## src/rtl/cpu31_pkg.sv

```systemverilog
// Shared types and constants for the fetch stage: fetch FSM states, buffer entry layout,
// default reset vector and the NOP encoding presented while nothing has been fetched.
package cpu31_pkg;

  localparam logic [31:0] RESET_VECTOR_DFLT = 32'h0040_0000;
  localparam logic [31:0] INST_NOP          = 32'h0000_0000;

  typedef enum logic [1:0] {
    S_IDLE,
    S_REQ,
    S_WAIT,
    S_FULL
  } fetch_state_e;

  typedef struct packed {
    logic [31:0] pc;
    logic [31:0] inst;
  } fetch_entry_t;

  function automatic logic [31:0] pc_next(input logic [31:0] pc);
    return pc + 32'd4;
  endfunction

endpackage

```

## src/rtl/fetch_buffer.sv

```systemverilog
// Small FIFO of {pc, inst} entries between instruction memory and the controller.
// Flush wins over push and pop in the same cycle; the head is read combinationally.
module fetch_buffer
  import cpu31_pkg::*;
#(
  parameter int          DEPTH    = 2,
  parameter logic [31:0] RESET_PC = RESET_VECTOR_DFLT
) (
  input  logic                     clk,
  input  logic                     rst,
  input  logic                     push,
  input  logic                     pop,
  input  logic                     flush,
  input  fetch_entry_t             wr_entry,
  output fetch_entry_t             head,
  output logic [$clog2(DEPTH):0]   count,
  output logic                     full,
  output logic                     empty
);

  localparam int AW = $clog2(DEPTH);

  fetch_entry_t   mem [DEPTH];
  logic [AW-1:0]  wr_ptr;
  logic [AW-1:0]  rd_ptr;
  logic           do_push;
  logic           do_pop;

  assign empty   = (count == '0);
  assign full    = (count == (AW+1)'(DEPTH));
  assign do_pop  = pop && !empty && !flush;
  // A push into a full buffer is legal only when the head leaves in the same cycle.
  assign do_push = push && !flush && (!full || do_pop);
  assign head    = mem[rd_ptr];

  always_ff @(posedge clk or posedge rst) begin
    if (rst) begin
      wr_ptr <= '0;
      rd_ptr <= '0;
      count  <= '0;
      for (int i = 0; i < DEPTH; i++) begin
        mem[i] <= '{pc: RESET_PC, inst: INST_NOP};
      end
    end else if (flush) begin
      wr_ptr <= '0;
      rd_ptr <= '0;
      count  <= '0;
    end else begin
      if (do_push) begin
        mem[wr_ptr] <= wr_entry;
        wr_ptr      <= wr_ptr + 1'b1;
      end
      if (do_pop) begin
        rd_ptr <= rd_ptr + 1'b1;
      end
      case ({do_push, do_pop})
        2'b10:   count <= count + 1'b1;
        2'b01:   count <= count - 1'b1;
        default: count <= count;
      endcase
    end
  end

endmodule

```

## src/rtl/pc_fetch_unit.sv

```systemverilog
// Instruction fetch stage: owns the PC, keeps one imem request in flight and buffers words
// for the controller. Optional FETCH_ALIGN_CHECK_EN adds fetch_misaligned and parks on bad targets.
//
// state  | meaning
// S_IDLE | post-reset settle cycle, or parked after a misaligned redirect
// S_REQ  | imem_req high at fetch_pc, waiting for grant
// S_WAIT | request granted, waiting for its rvalid
// S_FULL | buffer full, no slot to reserve for another request
module pc_fetch_unit
  import cpu31_pkg::*;
#(
  parameter logic [31:0] RESET_VECTOR = RESET_VECTOR_DFLT,
  parameter int          BUF_DEPTH    = 2
) (
  input  logic        clk,
  input  logic        rst,
  output logic        imem_req,
  output logic [31:0] imem_addr,
  input  logic        imem_gnt,
  input  logic        imem_rvalid,
  input  logic [31:0] imem_rdata,
  input  logic        redirect_valid,
  input  logic [31:0] PC_data_in,
  output logic [31:0] IM_instruction,
  output logic [31:0] PC_data_out,
  output logic        inst_valid,
`ifdef FETCH_ALIGN_CHECK_EN
  output logic        fetch_misaligned,
`endif
  input  logic        inst_ready
);

  localparam int CW = $clog2(BUF_DEPTH) + 1;

  fetch_state_e  state, state_nxt;
  logic [31:0]   fetch_pc, fetch_pc_nxt;
  logic [1:0]    drop_cnt, drop_cnt_nxt;
  logic [1:0]    inflight;
  logic [31:0]   redirect_pc;
  logic          misaligned_redirect;
  logic          parked;
  logic          acc_gnt;
  logic          rsp_take;
  logic          buf_push, buf_pop, buf_flush;
  logic          buf_full, buf_empty;
  logic [CW-1:0] buf_count;
  fetch_entry_t  buf_head;
  fetch_entry_t  buf_wr;

`ifdef FETCH_ALIGN_CHECK_EN
  logic misaligned_q;

  assign redirect_pc         = PC_data_in;
  assign misaligned_redirect = redirect_valid && (PC_data_in[1:0] != 2'b00);
  assign parked              = misaligned_q;
  assign fetch_misaligned    = misaligned_q;

  always_ff @(posedge clk or posedge rst) begin
    if (rst) begin
      misaligned_q <= 1'b0;
    end else if (misaligned_redirect) begin
      misaligned_q <= 1'b1;
    end
  end
`else
  assign redirect_pc         = PC_data_in & 32'hFFFF_FFFC;
  assign misaligned_redirect = 1'b0;
  assign parked              = 1'b0;
`endif

  assign acc_gnt  = imem_req && imem_gnt;
  // A response belongs to us only while something is in flight; late beats after reset are ignored.
  assign rsp_take = imem_rvalid && ((drop_cnt != 2'd0) || (state == S_WAIT));
  assign inflight = drop_cnt + {1'b0, state == S_WAIT} + {1'b0, acc_gnt} - {1'b0, rsp_take};

  assign imem_addr      = fetch_pc;
  assign inst_valid     = !buf_empty;
  assign IM_instruction = buf_head.inst;
  assign PC_data_out    = buf_head.pc;
  assign buf_wr         = '{pc: fetch_pc - 32'd4, inst: imem_rdata};

  always_comb begin
    state_nxt    = state;
    fetch_pc_nxt = fetch_pc;
    drop_cnt_nxt = drop_cnt;
    imem_req     = 1'b0;
    buf_push     = 1'b0;
    buf_flush    = 1'b0;
    buf_pop      = inst_valid && inst_ready;

    if (rsp_take && (drop_cnt != 2'd0)) begin
      drop_cnt_nxt = drop_cnt - 2'd1;
    end

    case (state)
      S_IDLE: begin
        if (!parked) begin
          state_nxt = S_REQ;
        end
      end
      S_REQ: begin
        // Hold off when the drop counter is saturated so it can never overflow.
        imem_req = !buf_full && (drop_cnt != 2'd3);
        if (acc_gnt) begin
          state_nxt    = S_WAIT;
          fetch_pc_nxt = pc_next(fetch_pc);
        end
      end
      S_WAIT: begin
        if (rsp_take && (drop_cnt == 2'd0)) begin
          buf_push = 1'b1;
          if (buf_pop || (buf_count < CW'(BUF_DEPTH - 1))) begin
            state_nxt = S_REQ;
          end else begin
            state_nxt = S_FULL;
          end
        end
      end
      S_FULL: begin
        if (buf_pop) begin
          state_nxt = S_REQ;
        end
      end
      default: state_nxt = S_IDLE;
    endcase

    if (redirect_valid) begin
      buf_flush    = 1'b1;
      buf_push     = 1'b0;
      buf_pop      = 1'b0;
      fetch_pc_nxt = redirect_pc;
      drop_cnt_nxt = inflight;
      state_nxt    = (misaligned_redirect || parked) ? S_IDLE : S_REQ;
    end
  end

  always_ff @(posedge clk or posedge rst) begin
    if (rst) begin
      state    <= S_IDLE;
      fetch_pc <= RESET_VECTOR;
      drop_cnt <= 2'd0;
    end else begin
      state    <= state_nxt;
      fetch_pc <= fetch_pc_nxt;
      drop_cnt <= drop_cnt_nxt;
    end
  end

  fetch_buffer #(
    .DEPTH    (BUF_DEPTH),
    .RESET_PC (RESET_VECTOR)
  ) u_fetch_buffer (
    .clk      (clk),
    .rst      (rst),
    .push     (buf_push),
    .pop      (buf_pop),
    .flush    (buf_flush),
    .wr_entry (buf_wr),
    .head     (buf_head),
    .count    (buf_count),
    .full     (buf_full),
    .empty    (buf_empty)
  );

endmodule

```

## config.mk

```make
export PLATFORM = sky130hd
export DESIGN_NAME = pc_fetch_unit
export DESIGN_NICKNAME = d
export VERILOG_FILES = /design/src/rtl/cpu31_pkg.sv /design/src/rtl/fetch_buffer.sv /design/src/rtl/pc_fetch_unit.sv
export SDC_FILE = /design/constraint.sdc
export NUM_CORES = 1
export LEC_CHECK = 0
export ABC_AREA = 1
export CORE_MARGIN = 5
export CORE_UTILIZATION = 48
export DETAILED_ROUTE_END_ITERATION = 10
export GPL_TIMING_DRIVEN = 1
export PLACE_DENSITY = 0.77
export SYNTH_ARGS = -nofsm -noshare
export SYNTH_HDL_FRONTEND = slang
export SYNTH_SLANG_ARGS = --single-unit
```

## constraint.sdc

```tcl
create_clock -name clk -period 4.9 [get_ports clk]
set_clock_uncertainty 0.05 [all_clocks]
set_input_delay 0.49 -clock clk [delete_from_list [all_inputs] [get_ports clk]]
set_output_delay 0.49 -clock clk [all_outputs]
set_load 0.05 [all_outputs]
```

# --- After elaboration in Yosys (flattened, before gate mapping) ---
# Index checks and enable logic that the tools add are counted.
op_classes:
  n_eq_ne: 10
  muxes: 29
  n_lt_le_gt_ge: 4
  n_reduce_logical: 30
  addsub: 10
  n_bitwise: 3
op_table:
  columns: ["cell", "count"]
  rows:
  - ["64-bit 2-to-1 mux", 4]
  - ["128-bit bitwise mux", 1]
  - ["32-bit 2-to-1 mux", 3]
  - ["64-bit demux with 1-bit select", 1]
  - ["32-bit by 3-bit adder with 32-bit output, second input constant", 1]
  - ["32-bit by 3-bit subtractor with 32-bit output, second input constant", 1]
  - ["2-bit 2-to-1 mux", 8]
  - ["2-bit nonzero test", 6]
  - ["1-bit logical AND", 11]
  - ["1-bit 2-to-1 mux", 10]
  - ["2-bit == test, second input constant", 4]
  - ["2-bit case mux with 4 select lines", 1]
  - ["2-bit logical NOT", 3]
  - ["3-bit inequality test, second input constant", 2]
  - ["2-bit by 1-bit adder with 2-bit output", 2]
  - ["2-bit by 1-bit == test with 1-bit output, second input constant", 2]
  - ["2-bit >= comparator, second input constant", 2]
  - ["2-bit by 1-bit less-than comparator with 1-bit output, second input constant", 2]
  - ["1-bit inverter with 2-bit output", 2]
  - ["2-bit case mux with 2 select lines", 1]
  - ["2-bit AND reduction", 2]
  - ["2-bit by 1-bit subtractor with 2-bit output, second input constant", 2]
  - ["1-bit logical NOT", 3]
  - ["1-bit logical OR", 3]
  - ["other kinds (8)", 9]
word_totals:
  out_inout_bits: 98
  in_bits: 70
  wordCells: 96
  reg_bits: 168

# --- Depth between registers and ports, before layout ---
# Gate-level depths: netlist (run 1).
depth:
  word_depth: 12
  depth_mapped: 11
  depth_no_buf: 10

# --- Hierarchy ---
# Synthesis (run 1) repeated with hierarchy kept, for this count alone.
hier_totals:
  hier_cells: 1294
  hier_area_um2: 9564.2
by_module_without_submodules:
  columns: ["module", "area_each_um2", "seq_area_each_um2", "instances", "cells_each"]
  rows:
  - ["fetch_buffer", 6033.3, 3305.7, 1, 724]
  - ["pc_fetch_unit", 3530.9, 852.1, 1, 570]

# --- Worst setup path before layout (run 1) ---
# No wires, ideal clock.
synth_timing:
  kind: "reg2reg"
  from: "reg drop_cnt[0]"
  to: "reg drop_cnt[1]"
  setup_time_ns: 0.083
  arrival_time_ns: 2.366
  stages_incl_launch_ff: 9
  slack_ns: 2.402
  n_path_buf: 0
  required_ns: 4.767
  period_less_slack_ns: 2.498
  path_cell_list: "dfrtp_1 > ha_1 > nor3_4 > nand2_1 > ha_1 > inv_1 > fa_1 > xor2_1 > o21ai_0"
synth_between:
  elab_chain_len: 7
  elab_cells_between_ends: 15
  cone_classes: "4 x add/sub; 1 x eq/ne; 3 x mux; 7 x reduce/logical"
synth_lines:
  columns: ["item", "line_no", "source"]
  rows:
  - ["from (decl)", "pc_fetch_unit.sv:37", "logic [1:0] drop_cnt, drop_cnt_nxt;"]
  - ["from (signal assigned)", "pc_fetch_unit.sv:145", "drop_cnt <= drop_cnt_nxt;"]
  - ["2-bit inequality test", "pc_fetch_unit.sv:103", "imem_req = !buf_full && (drop_cnt != 2'd3);"]
  - ["1-bit logical AND", "pc_fetch_unit.sv:103", null]
  - ["1-bit 2-to-1 mux", "pc_fetch_unit.sv:95", "case (state)"]
  - ["named net imem_req", "pc_fetch_unit.sv:17", "output logic imem_req,"]
  - ["1-bit logical AND", "pc_fetch_unit.sv:71", "assign acc_gnt = imem_req && imem_gnt;"]
  - ["2-bit by 1-bit adder with 2-bit output", "pc_fetch_unit.sv:74", "assign inflight = drop_cnt + {1'b0, state == S_WAIT} + {1'b0, acc_gnt} - {1'b0, rsp_take};"]
  - ["2-bit by 1-bit subtractor with 2-bit output", "pc_fetch_unit.sv:74", null]
  - ["2-bit 2-to-1 mux", "pc_fetch_unit.sv:127", "if (redirect_valid) begin"]
# The timed path passes the listed nets, and every way through them passes these cells. The select of a mux whose other input is x is not followed.
# A chain may end at the register's enable or synchronous reset.

# --- Worst setup path in the final report (run 1) ---
layout_timing:
  from: "reg u_fetch_buffer.rd_ptr"
  to: "out IM_instruction[15]"
layout_between:
  elab_chain_len: 4
layout_lines:
  columns: ["item", "line_no", "source"]
  rows:
  - ["from (decl)", "fetch_buffer.sv:25", "logic [AW-1:0] rd_ptr;"]
  - ["from (signal assigned)", "fetch_buffer.sv:54", "rd_ptr <= rd_ptr + 1'b1;"]
  - ["1-bit inverter with 2-bit output (not written as such)", "fetch_buffer.sv:34", "assign head = mem[rd_ptr];"]
  - ["64-bit 2-to-1 mux (not written as such) (3 in a row)", "fetch_buffer.sv:34", null]
  - ["to (decl)", "pc_fetch_unit.sv:24", "output logic [31:0] IM_instruction,"]
# No other way between the ends. The select of a mux whose other input is x is not followed.

==> results of run 1 <==
tightest hold or removal path: stages, from the launching register on:
cell     delay (ns)
dfstp_2        0.37
nand2_1        0.05
nand2_1        0.05
through the flow:
| stage | std cells | utilization, % | total power (W) | hold WS (ns) | cell area (um2) |
|---|---|---|---|---|---|
| detailed placement | 1627 | 57.4 | 0.00506 | 0.408 | 10700 |
| CTS | 1659 | 60.5 | 0.00638 | 0.422 | 11300 |
| floorplan | 1285 | - | 0.00403 | 0.392 | 9150 |
| global route | 1659 | 60.5 | 0.00669 | 0.439 | 11300 |
| finish | 1659 | 60.5 | 0.00634 | 0.418 | 11300 |
| global placement | 1627 | 57.4 | 0.00502 | 0.403 | 10700 |
worst max-delay path by stage:
| stage | end | depth (start not counted) | from | slack [ns] |
|---|---|---|---|---|
| 4_1_cts | IM_instruction[15] | 4 | u_fetch_buffer.rd_ptr$_DFFE_PP0P_ | 1.46 |
| 3_5_place_dp | IM_instruction[15] | 4 | u_fetch_buffer.rd_ptr$_DFFE_PP0P_ | 1.93 |
| 3_3_place_gp | IM_instruction[15] | 4 | u_fetch_buffer.rd_ptr$_DFFE_PP0P_ | 1.93 |
| 5_1_grt | IM_instruction[3] | 4 | u_fetch_buffer.rd_ptr$_DFFE_PP0P_ | 1.26 |
| 6_report | IM_instruction[15] | 4 | u_fetch_buffer.rd_ptr$_DFFE_PP0P_ | 1.47 |
| 2_1_floorplan | drop_cnt[0]$_DFFE_PP0P_ | 1 | rst | 2.31 |
kinds of logic after synthesis:
kind of cell	Yosys count	synth area share, %
muxes	1	0.110
xor gates and xnor gates	28	2.68
DFF	162	44.4
and+or+nand+nor	740	32.7
AOI/OAI and AO/OA	155	9.07
buffers and inverters	183	9.30
adders and majority gates	12	1.73
other	1	0.0411
final cells by class:
type	count	share of cell area, %
repair buffers	167	14.8
inverters	124	4.19
flip-flops and latches	162	35.9
multi-input cells	940	37.5
well taps	234	2.59
clock buffers	17	3.76
clock inverters	15	1.34
power breakdown:
group | internal (W) | total (W) | switching, W
logic | 0.000979 | 0.00310 | 0.00213
clock network | 0.000680 | 0.00131 | 0.000625
registers | 0.00165 | 0.00193 | 0.000279
per-layer routing:
metal | vias up | wire, um
li1 | 4224 | -
met1 | 3864 | 11100
met2 | 298 | 10800
met3 | 27 | 1680
met4 | 0 | 374
met5 | - | 0
flip-flops by register name (all words and copies together) (netlist names):
| register | count |
|---|---|
| u_fetch_buffer.mem | 124 |
| imem_addr | 30 |
| drop_cnt | 2 |
| state | 2 |
| u_fetch_buffer.count | 2 |
| u_fetch_buffer.rd_ptr | 1 |
| u_fetch_buffer.wr_ptr | 1 |
cell usage in the layout, fill, tap and decap left out, drive strengths merged:
| cell type | count |
|---|---|
| xnor2 | 3 |
| nor2 | 105 |
| o221ai | 2 |
| dfstp | 3 |
| clkbuf | 17 |
| nor3 | 3 |
| fa | 1 |
| xor2 | 25 |
| a31oi | 1 |
| ha | 11 |
| conb | 4 |
| clkinv | 3 |
| a21oi | 2 |
| dfrtp | 159 |
| o21a | 1 |
| o21ai | 137 |
| clkinvlp | 3 |
| nand2 | 565 |
| nand3 | 58 |
| nor3b | 1 |
| buf | 6 |
| o21bai | 6 |
| clkdlybuf4s50 | 161 |
| o211ai | 6 |
| mux2i | 1 |
| nand4 | 8 |
| inv | 133 |
==> run metrics, run 1 <==
post_cts resized 0; total grt overflow 0; Synth area leaders dfrtp_1 44%, nand2_1 23%, o21ai_0 5.6%; Hold Path End u_fetch_buffer.mem[54]$_DFFE_PP1P_; Die Wd ~150 um; worst setup margin 1.47 ns; gr busiest metal met2; DP Wirelength approximately 16000 um; Final Cycle Share about 70%; Initial DRC Count approximately 560; Seq/Total Area, Yosys between 40% and 50%; crit path cell chain buf_4 > nand2_1 > o21ai_0 > clkdlybuf4s50_1; Reg-to-Reg End u_fetch_buffer.mem[90]$_DFFE_PP0P_; required time worst endpoint about 4.4 ns; DR pass1 iterations 5; CP Max Fanout 67; Core Region 18700 um2; Root Driver clkbuf_16; Post-synth EDFFs 0; FF+latch area ~4000 um2; area of the multi-input gates about 4200 um2; CTS tree done; post-synth top area share 43.6%; top-count cell post-synth nand2_1; Worst path slowest cell clkdlybuf4s50_1; DR vias about 8.4k; Detail Route Antenna Nets 0; H-tree depth 4; Main synth FF type dfrtp_1; flops & latches, synth roughly 160; routed vias/inst 5.07; clock slew at reported path FFs approximately 0.070 ns; dominant cell type by area after synthesis dfrtp_1; critical path's largest stage delay around 0.86 ns; Synth Warn # 0; Ant. Diodes 0; RSZ-0062 raised after global routing no; clock sinks between 150 and 200; Crit path buffers/inverters 2; Slew Limit Headroom 39.2%; Final min period 3.43 ns; initial core utilization slightly below 50%; CP delay by family, top buffers and inverters; die area 21900 um2; R2R Path Start state[0]$_DFFE_PP0P_; leakage power ~5.4 nW; Pins Over Slew Limit 0; outcome complete, no violations; max cap viols 0; synthesized cell area just over 9000 um2; synth unique cells 38; CP endpoint kind output port; gpl congestion just under 0.9; chip height between 100 and 150 um; met2 Track Usage GR between 30% and 40%; Register-to-Register Path Depth 8; std cell rows 50; Clock Latency Late Sink about 0.44 ns; Mapped Cells ~1.3k; DRC 0; Critical Path Start Type flip-flop; final number of hold-violating endpoints 0; initial antenna violation count 0; WS Path Type flip-flop to output port; Max Clk Rate a little under 0.3 GHz; setup TNS 0 ns; vias in the first global route just under 8k; Post-CTS Hold Fix Bufs 0; drt total wl around 24000 um; M1 GR Usage 32.7%; post-synthesis area per instance ~7.1 um2; Num CTS Buffers 17; PortBufs around 160; I/O pin total ~170; Syn-to-layout area delta 23.8%; Hold Startpoint u_fetch_buffer.mem[54]$_DFFE_PP1P_; Hold Path Stages 2; pwr dens between 500 and 600 nW/um2; fraction of registers with async set/reset between 90% and 100%; met3 global-route usage 3.46%; Hold WC Path Type flip-flop to flip-flop; worst reg-to-reg setup slack 2.42 ns; Tightest Pin Transition 0.913 ns; total track usage 22.2%; nets about 1.5k; layout cells sized above 1 roughly 5.4%; first-pass GRT wire length roughly 40000 um; Max VDD drop 0.394 mV; Data arrival, critical path 2.89 ns; WL/cell between 10 and 15 um; Post-CTS Setup Repair Bufs 0; Post-synth top cells 559 x nand2_1, 159 x dfrtp_1, 117 x inv_1; pin count of the biggest net entering global routing approximately 160; Max clock buf depth 2; Setup WS pre-CTS approximately 1.9 ns; # fillers between 1.5k and 2k; final setup fails 0
No activity file was read; power rests on OpenSTA's default activity.
==> inputs of run 2 (changes only) <==
--- a/config.mk
+++ b/config.mk
@@ -7,10 +7,10 @@
 export LEC_CHECK = 0
 export ABC_AREA = 1
 export CORE_MARGIN = 5
-export CORE_UTILIZATION = 48
+export CORE_UTILIZATION = 53
 export DETAILED_ROUTE_END_ITERATION = 10
 export GPL_TIMING_DRIVEN = 1
-export PLACE_DENSITY = 0.77
+export PLACE_DENSITY = 0.81
 export SYNTH_ARGS = -nofsm -noshare
 export SYNTH_HDL_FRONTEND = slang
 export SYNTH_SLANG_ARGS = --single-unit
==> constraint.sdc (replaced) <==
create_clock -name clk -period 3.2 [get_ports clk]
set_clock_uncertainty 0.05 [all_clocks]
set_input_delay 0.32 -clock clk [delete_from_list [all_inputs] [get_ports clk]]
set_output_delay 0.32 -clock clk [all_outputs]
set_load 0.05 [all_outputs]
==> run metrics, run 2 (synthesis gave the netlist of run 1 again) <==
Post-CTS Setup Repair Bufs 0; pwr dens approximately 860 nW/um2; Slew Limit Headroom around 44%; Detail Route Antenna Nets 0; leakage power 5.45 nW; clock slew at reported path FFs 0.07 ns; leading cell types in the layout, fill and taps excluded 559 x nand2_1, 161 x clkdlybuf4s50_1, 158 x dfrtp_1; sequential share of power a little under a third; Final Cycle Share around 90%; DRC 0; DR vias just under 9k; DR pass1 iterations 5; first-pass GRT wire length approximately 41000 um; Num CTS Buffers 17; Syn-to-layout area delta 25.0%; Data arrival, critical path about 2.6 ns; WS Path Type flip-flop to output port; Ant. Diodes 0; DP Wirelength ~17000 um; Biggest register u_fetch_buffer.mem; initial core utilization a little over half; Pint between 0.005 and 0.006 W; Max VDD drop about 0.5 mV; nets ~1.5k; post_cts resized 0; final number of hold-violating endpoints 0; H-tree depth 4; I/O pin total approximately 170; Hold WC Path Type input port to asynchronous set/reset pin; pin count of the biggest net entering global routing 76; # fillers between 1k and 1.5k; outcome complete, no violations; Die Wd ~140 um; Clock Latency Late Sink around 0.43 ns; vias in the first global route around 8.5k; RSZ-0062 raised after global routing no; initial antenna violation count 0; area post-placement ~11000 um2; chip height roughly 140 um; Max Clk Rate 0.339 GHz; CP endpoint kind output port; PortBufs about 160; Critical Path Start Type flip-flop; Post-CTS Hold Fix Bufs 0; most common cell after layout, fill and taps aside nand2_1; design area about 11000 um2; Tightest Pin Transition around 0.83 ns; routed vias/inst 5.23; layout cells sized above 1 under 10%; setup TNS 0 ns; total grt overflow 0; Root Driver clkbuf_16; CTS tree done; max cap viols 0; Max clock buf depth 2; clock sinks between 150 and 200; Final min period 2.95 ns; WL/cell about 15 um; required time worst endpoint approximately 2.8 ns; drt total wl between 20000 and 25000 um; die area ~20000 um2; switching power roughly 0.0047 W; CP Max Fanout 47; final setup fails 0; Combinational Power Share 48.9%; total track usage 25.3%; Initial DRC Count around 730; Pins Over Slew Limit 0; Clk pwr share between 20% and 30%; Core Region roughly 17000 um2; switching part of the total a little under half; gpl congestion 0.891; max FFs per register around 120; std cell rows 48
[run 2: cell count changes in the layout (fill, tap and decap cells not counted), sizes merged]
cell      change
buf           +6
clkinv        +3
inv           -3
clkinvlp      -1
bufinv        +1
[run 2: power by group through the flow]
stage          Combinational (W)  Sequential [W]  Clock (W)
2_1_floorplan            0.00304         0.00313          0
3_3_place_gp             0.00472         0.00296          0
3_5_place_dp             0.00479         0.00299          0
4_1_cts                  0.00482         0.00296    0.00208
5_1_grt                  0.00515         0.00303    0.00218
6_report                 0.00480         0.00296    0.00206
[run 2: area by class of cell]
class / count / area (um2) / share of cell area, %
well taps: 225 / 282 / 2.47
repair buffers: 173 / 1760 / 15.5
clock buffers: 17 / 425 / 3.73
clock inverters: 15 / 170 / 1.49
flip-flops and latches: 162 / 4060 / 35.6
inverters: 124 / 474 / 4.15
multi-input cells: 940 / 4240 / 37.1
[run 2: layer usage]
layer	up-vias	track usage (%)	routed length, um
li1	4232	-	-
met1	3976	34.4	10500
met2	392	40.4	11400
met3	67	3.81	1910
met4	0	11.1	797
met5	-	0	0
[run 2: path summary, 6_finish.rpt]
| check | end | cells past startpoint | slack (ns) | from |
|---|---|---|---|---|
| max | IM_instruction[29] | 4 | 0.25 | u_fetch_buffer.rd_ptr$_DFFE_PP0P_ |
| min | u_fetch_buffer.mem[36]$_DFFE_PP0P_ | 2 | 0.34 | rst |
| max reg2reg | u_fetch_buffer.mem[124]$_DFFE_PP0P_ | 10 | 0.95 | state[0]$_DFFE_PP0P_ |
| min reg2reg | u_fetch_buffer.mem[1]$_DFFE_PP0P_ | 2 | 0.42 | u_fetch_buffer.mem[1]$_DFFE_PP0P_ |
| max in group asynchronous | u_fetch_buffer.mem[66]$_DFFE_PP0P_ | 3 | 1.99 | rst |
| min in group clk | imem_addr[22]$_DFFE_PP1P_ | 3 | 0.37 | PC_data_in[22] |
[run 2: per-stage QoR]
| step | power, W | instances | hold slack [ns] | utilization, % | worst slack [ns] |
|---|---|---|---|---|---|
| 3_3_place_gp | 0.00768 | 1624 | 0.404 | 63.2 | 0.783 |
| 6_report | 0.00983 | 1656 | 0.341 | 66.7 | 0.246 |
| 3_5_place_dp | 0.00777 | 1624 | 0.409 | 63.2 | 0.770 |
| 2_1_floorplan | 0.00618 | 1285 | 0.387 | - | 0.702 |
| 5_1_grt | 0.0104 | 1656 | 0.403 | 66.7 | 0.123 |
| 4_1_cts | 0.00987 | 1656 | 0.365 | 66.7 | 0.245 |
[run 2: worst max-delay path, cell delays in order, from the launching register on]
cell and delay [ns]:
dfrtp_4 0.74, buf_4 0.33, nand2_1 0.08, o21ai_0 0.12, clkdlybuf4s50_1 0.86
==> inputs of run 3 (changes only) <==
--- a/config.mk
+++ b/config.mk
@@ -7,10 +7,11 @@
 export LEC_CHECK = 0
 export ABC_AREA = 1
 export CORE_MARGIN = 5
-export CORE_UTILIZATION = 53
+export CORE_UTILIZATION = 60
 export DETAILED_ROUTE_END_ITERATION = 10
+export DONT_BUFFER_PORTS = 1
 export GPL_TIMING_DRIVEN = 1
-export PLACE_DENSITY = 0.81
+export PLACE_DENSITY = 0.76
 export SYNTH_ARGS = -nofsm -noshare
 export SYNTH_HDL_FRONTEND = slang
 export SYNTH_SLANG_ARGS = --single-unit
==> run metrics, run 3 (synthesis gave the netlist of run 1 again) <==
outcome complete, no violations; std cell rows 45; H-tree depth 4; RSZ-0062 raised after global routing no; CP delay by family, top buffers and inverters; M1 GR Usage 34.8%; Detail Route Antenna Nets 0; total track usage roughly 27%; Pins Over Slew Limit 0; pwr dens 892 nW/um2; first-pass GRT wire length 38900 um; met3 global-route usage 6.42%; initial antenna violation count 0; Crit path buffers/inverters 2; Post-CTS Hold Fix Bufs 47; die area 17800 um2; Biggest register u_fetch_buffer.mem; I/O pin total roughly 170; Most common cell on crit path buf_4; sequential share of power a little over a third; CP Max Fanout a little under 50; clock slew at reported path FFs 0.07 ns; Max VDD drop between 0.4 and 0.5 mV; DRC 0; Final min period ~2.5 ns; Tightest Pin Transition roughly 0.94 ns; clock sinks approximately 160; crit path cell chain buf_4 > nand2_1 > o21ai_1 > buf_4; switching part of the total between 40% and 50%; worst setup margin between 0.7 and 0.8 ns; switching power 0.00456 W; leakage power around 5.2 nW; Combinational Power Share 42.1%; setup TNS 0 ns; Data arrival, critical path ~2.1 ns; CTS tree done; pin count of the biggest net entering global routing 113; routed vias/inst 5.34; Clock Latency Late Sink around 0.43 ns; total grt overflow 0; Max Clk Rate 0.406 GHz; final setup fails 0; DP Wirelength between 15000 and 20000 um; Hold WC Path Type input port to flip-flop; nets roughly 1.4k; Post-CTS Setup Repair Bufs 0; drt total wl between 20000 and 25000 um; max FFs per register ~120; required time worst endpoint between 2 and 3 ns; Slew Limit Headroom between 30% and 40%; initial core utilization between 60% and 70%; met2 Track Usage GR between 40 and 50%; chip height around 130 um; Core Region between 15000 and 20000 um2; DR vias roughly 8.3k; DR pass1 iterations 5; critical path's largest stage delay roughly 0.70 ns; gr busiest metal met2; WL/cell roughly 15 um; CP endpoint kind output port; vias in the first global route ~7.9k; Setup WS pre-CTS 0.984 ns; final number of hold-violating endpoints 0; Ant. Diodes 0; gpl congestion 0.909; worst reg-to-reg setup slack around 0.94 ns; Initial DRC Count slightly above 600; Clk pwr share between 20% and 30%; Critical Path Start Type flip-flop; Final Cycle Share approximately 77%; most common cell after layout, fill and taps aside nand2_1; PortBufs 0; WS Path Type flip-flop to output port; Syn-to-layout area delta 15.7%; max cap viols 0; leading cell types in the layout, fill and taps excluded 559 x nand2_1, 158 x dfrtp_1, 116 x inv_1; layout cells sized above 1 under 10%; Pint ~0.0049 W; Die Wd 133 um; Root Driver clkbuf_16; post_cts resized 0; Worst path slowest cell dfrtp_4; Max clock buf depth 2; Num CTS Buffers 17; # fillers roughly 1.3k
-- run 3: cell types whose count changed in the layout (fill, tap and decap cells not counted), moves of 46 or more --
cell,previous run,this run
o21ai_0,103,50
dlygate4sd3_1,0,48
o21ai_1,31,84
buf_4,7,53
clkdlybuf4s50_1,161,0
-- run 3: final cells by class --
cell class | count | area, um2 | share of cell area [%]
Multi-Input combinational cell | 940 | 4240 | 40.1
Timing Repair Buffer | 104 | 938 | 8.88
Inverter | 124 | 474 | 4.49
Sequential cell | 162 | 4060 | 38.4
Tap cell | 188 | 235 | 2.23
Clock buffer | 17 | 425 | 4.02
Clock inverter | 15 | 196 | 1.86
-- run 3: path summary, 6_finish.rpt --
kind | startpoint | endpoint | cells past startpoint
worst min register to register | u_fetch_buffer.mem[0]$_DFFE_PP0P_ | u_fetch_buffer.mem[0]$_DFFE_PP0P_ | 2
worst max register to register | imem_addr[2]$_DFFE_PP0P_ | u_fetch_buffer.mem[112]$_DFFE_PP0P_ | 8
max in group asynchronous | rst | u_fetch_buffer.mem[118]$_DFFE_PP1P_ | 3
min in group asynchronous | rst | u_fetch_buffer.mem[94]$_DFFE_PP0P_ | 2
worst max-delay path | u_fetch_buffer.rd_ptr$_DFFE_PP0P_ | IM_instruction[13] | 4
worst min-delay path | PC_data_in[6] | imem_addr[6]$_DFFE_PP0P_ | 2
-- run 3: power by group through the flow --
stage	Sequential (W)	Combinational [W]	Clock [W]
6_report	0.00331	0.00397	0.00216
5_1_grt	0.00337	0.00428	0.00228
4_1_cts	0.00330	0.00399	0.00219
3_5_place_dp	0.00334	0.00391	0
3_3_place_gp	0.00331	0.00386	0
2_1_floorplan	0.00313	0.00304	0
-- run 3: per-layer routing --
layer / wire (um) / vias to the layer above / part of all wire (%)
li1: - / 4109 / -
met1: 9870 / 3798 / 42
met2: 11200 / 317 / 48
met3: 1790 / 50 / 7.6
met4: 620 / 0 / 2.6
met5: 0 / - / 0
-- run 3: worst register-to-register path, delay by kind of cell (launching register included) --
kind                       cells  cell delay, ns
DFF                            1            0.62
and+or+nand+nor                4            0.53
adders and majority gates      1            0.32
xor gates and xnor gates       1            0.29
buffers and inverters          1            0.28
AOI/OAI and AO/OA              1            0.08
-- run 3: metrics by stage --
step / power, W / util, % / instances / hold slack (ns) / instance area [um2]
2_1_floorplan: 0.00618 / - / 1285 / 0.387 / 9150
3_3_place_gp: 0.00717 / 62.7 / 1470 / 0.280 / 9470
3_5_place_dp: 0.00724 / 62.7 / 1470 / 0.278 / 9470
6_report: 0.00943 / 70.0 / 1550 / 0.00738 / 10600
5_1_grt: 0.00994 / 70.0 / 1550 / 0.0131 / 10600
4_1_cts: 0.00947 / 70.0 / 1549 / 0.000348 / 10600
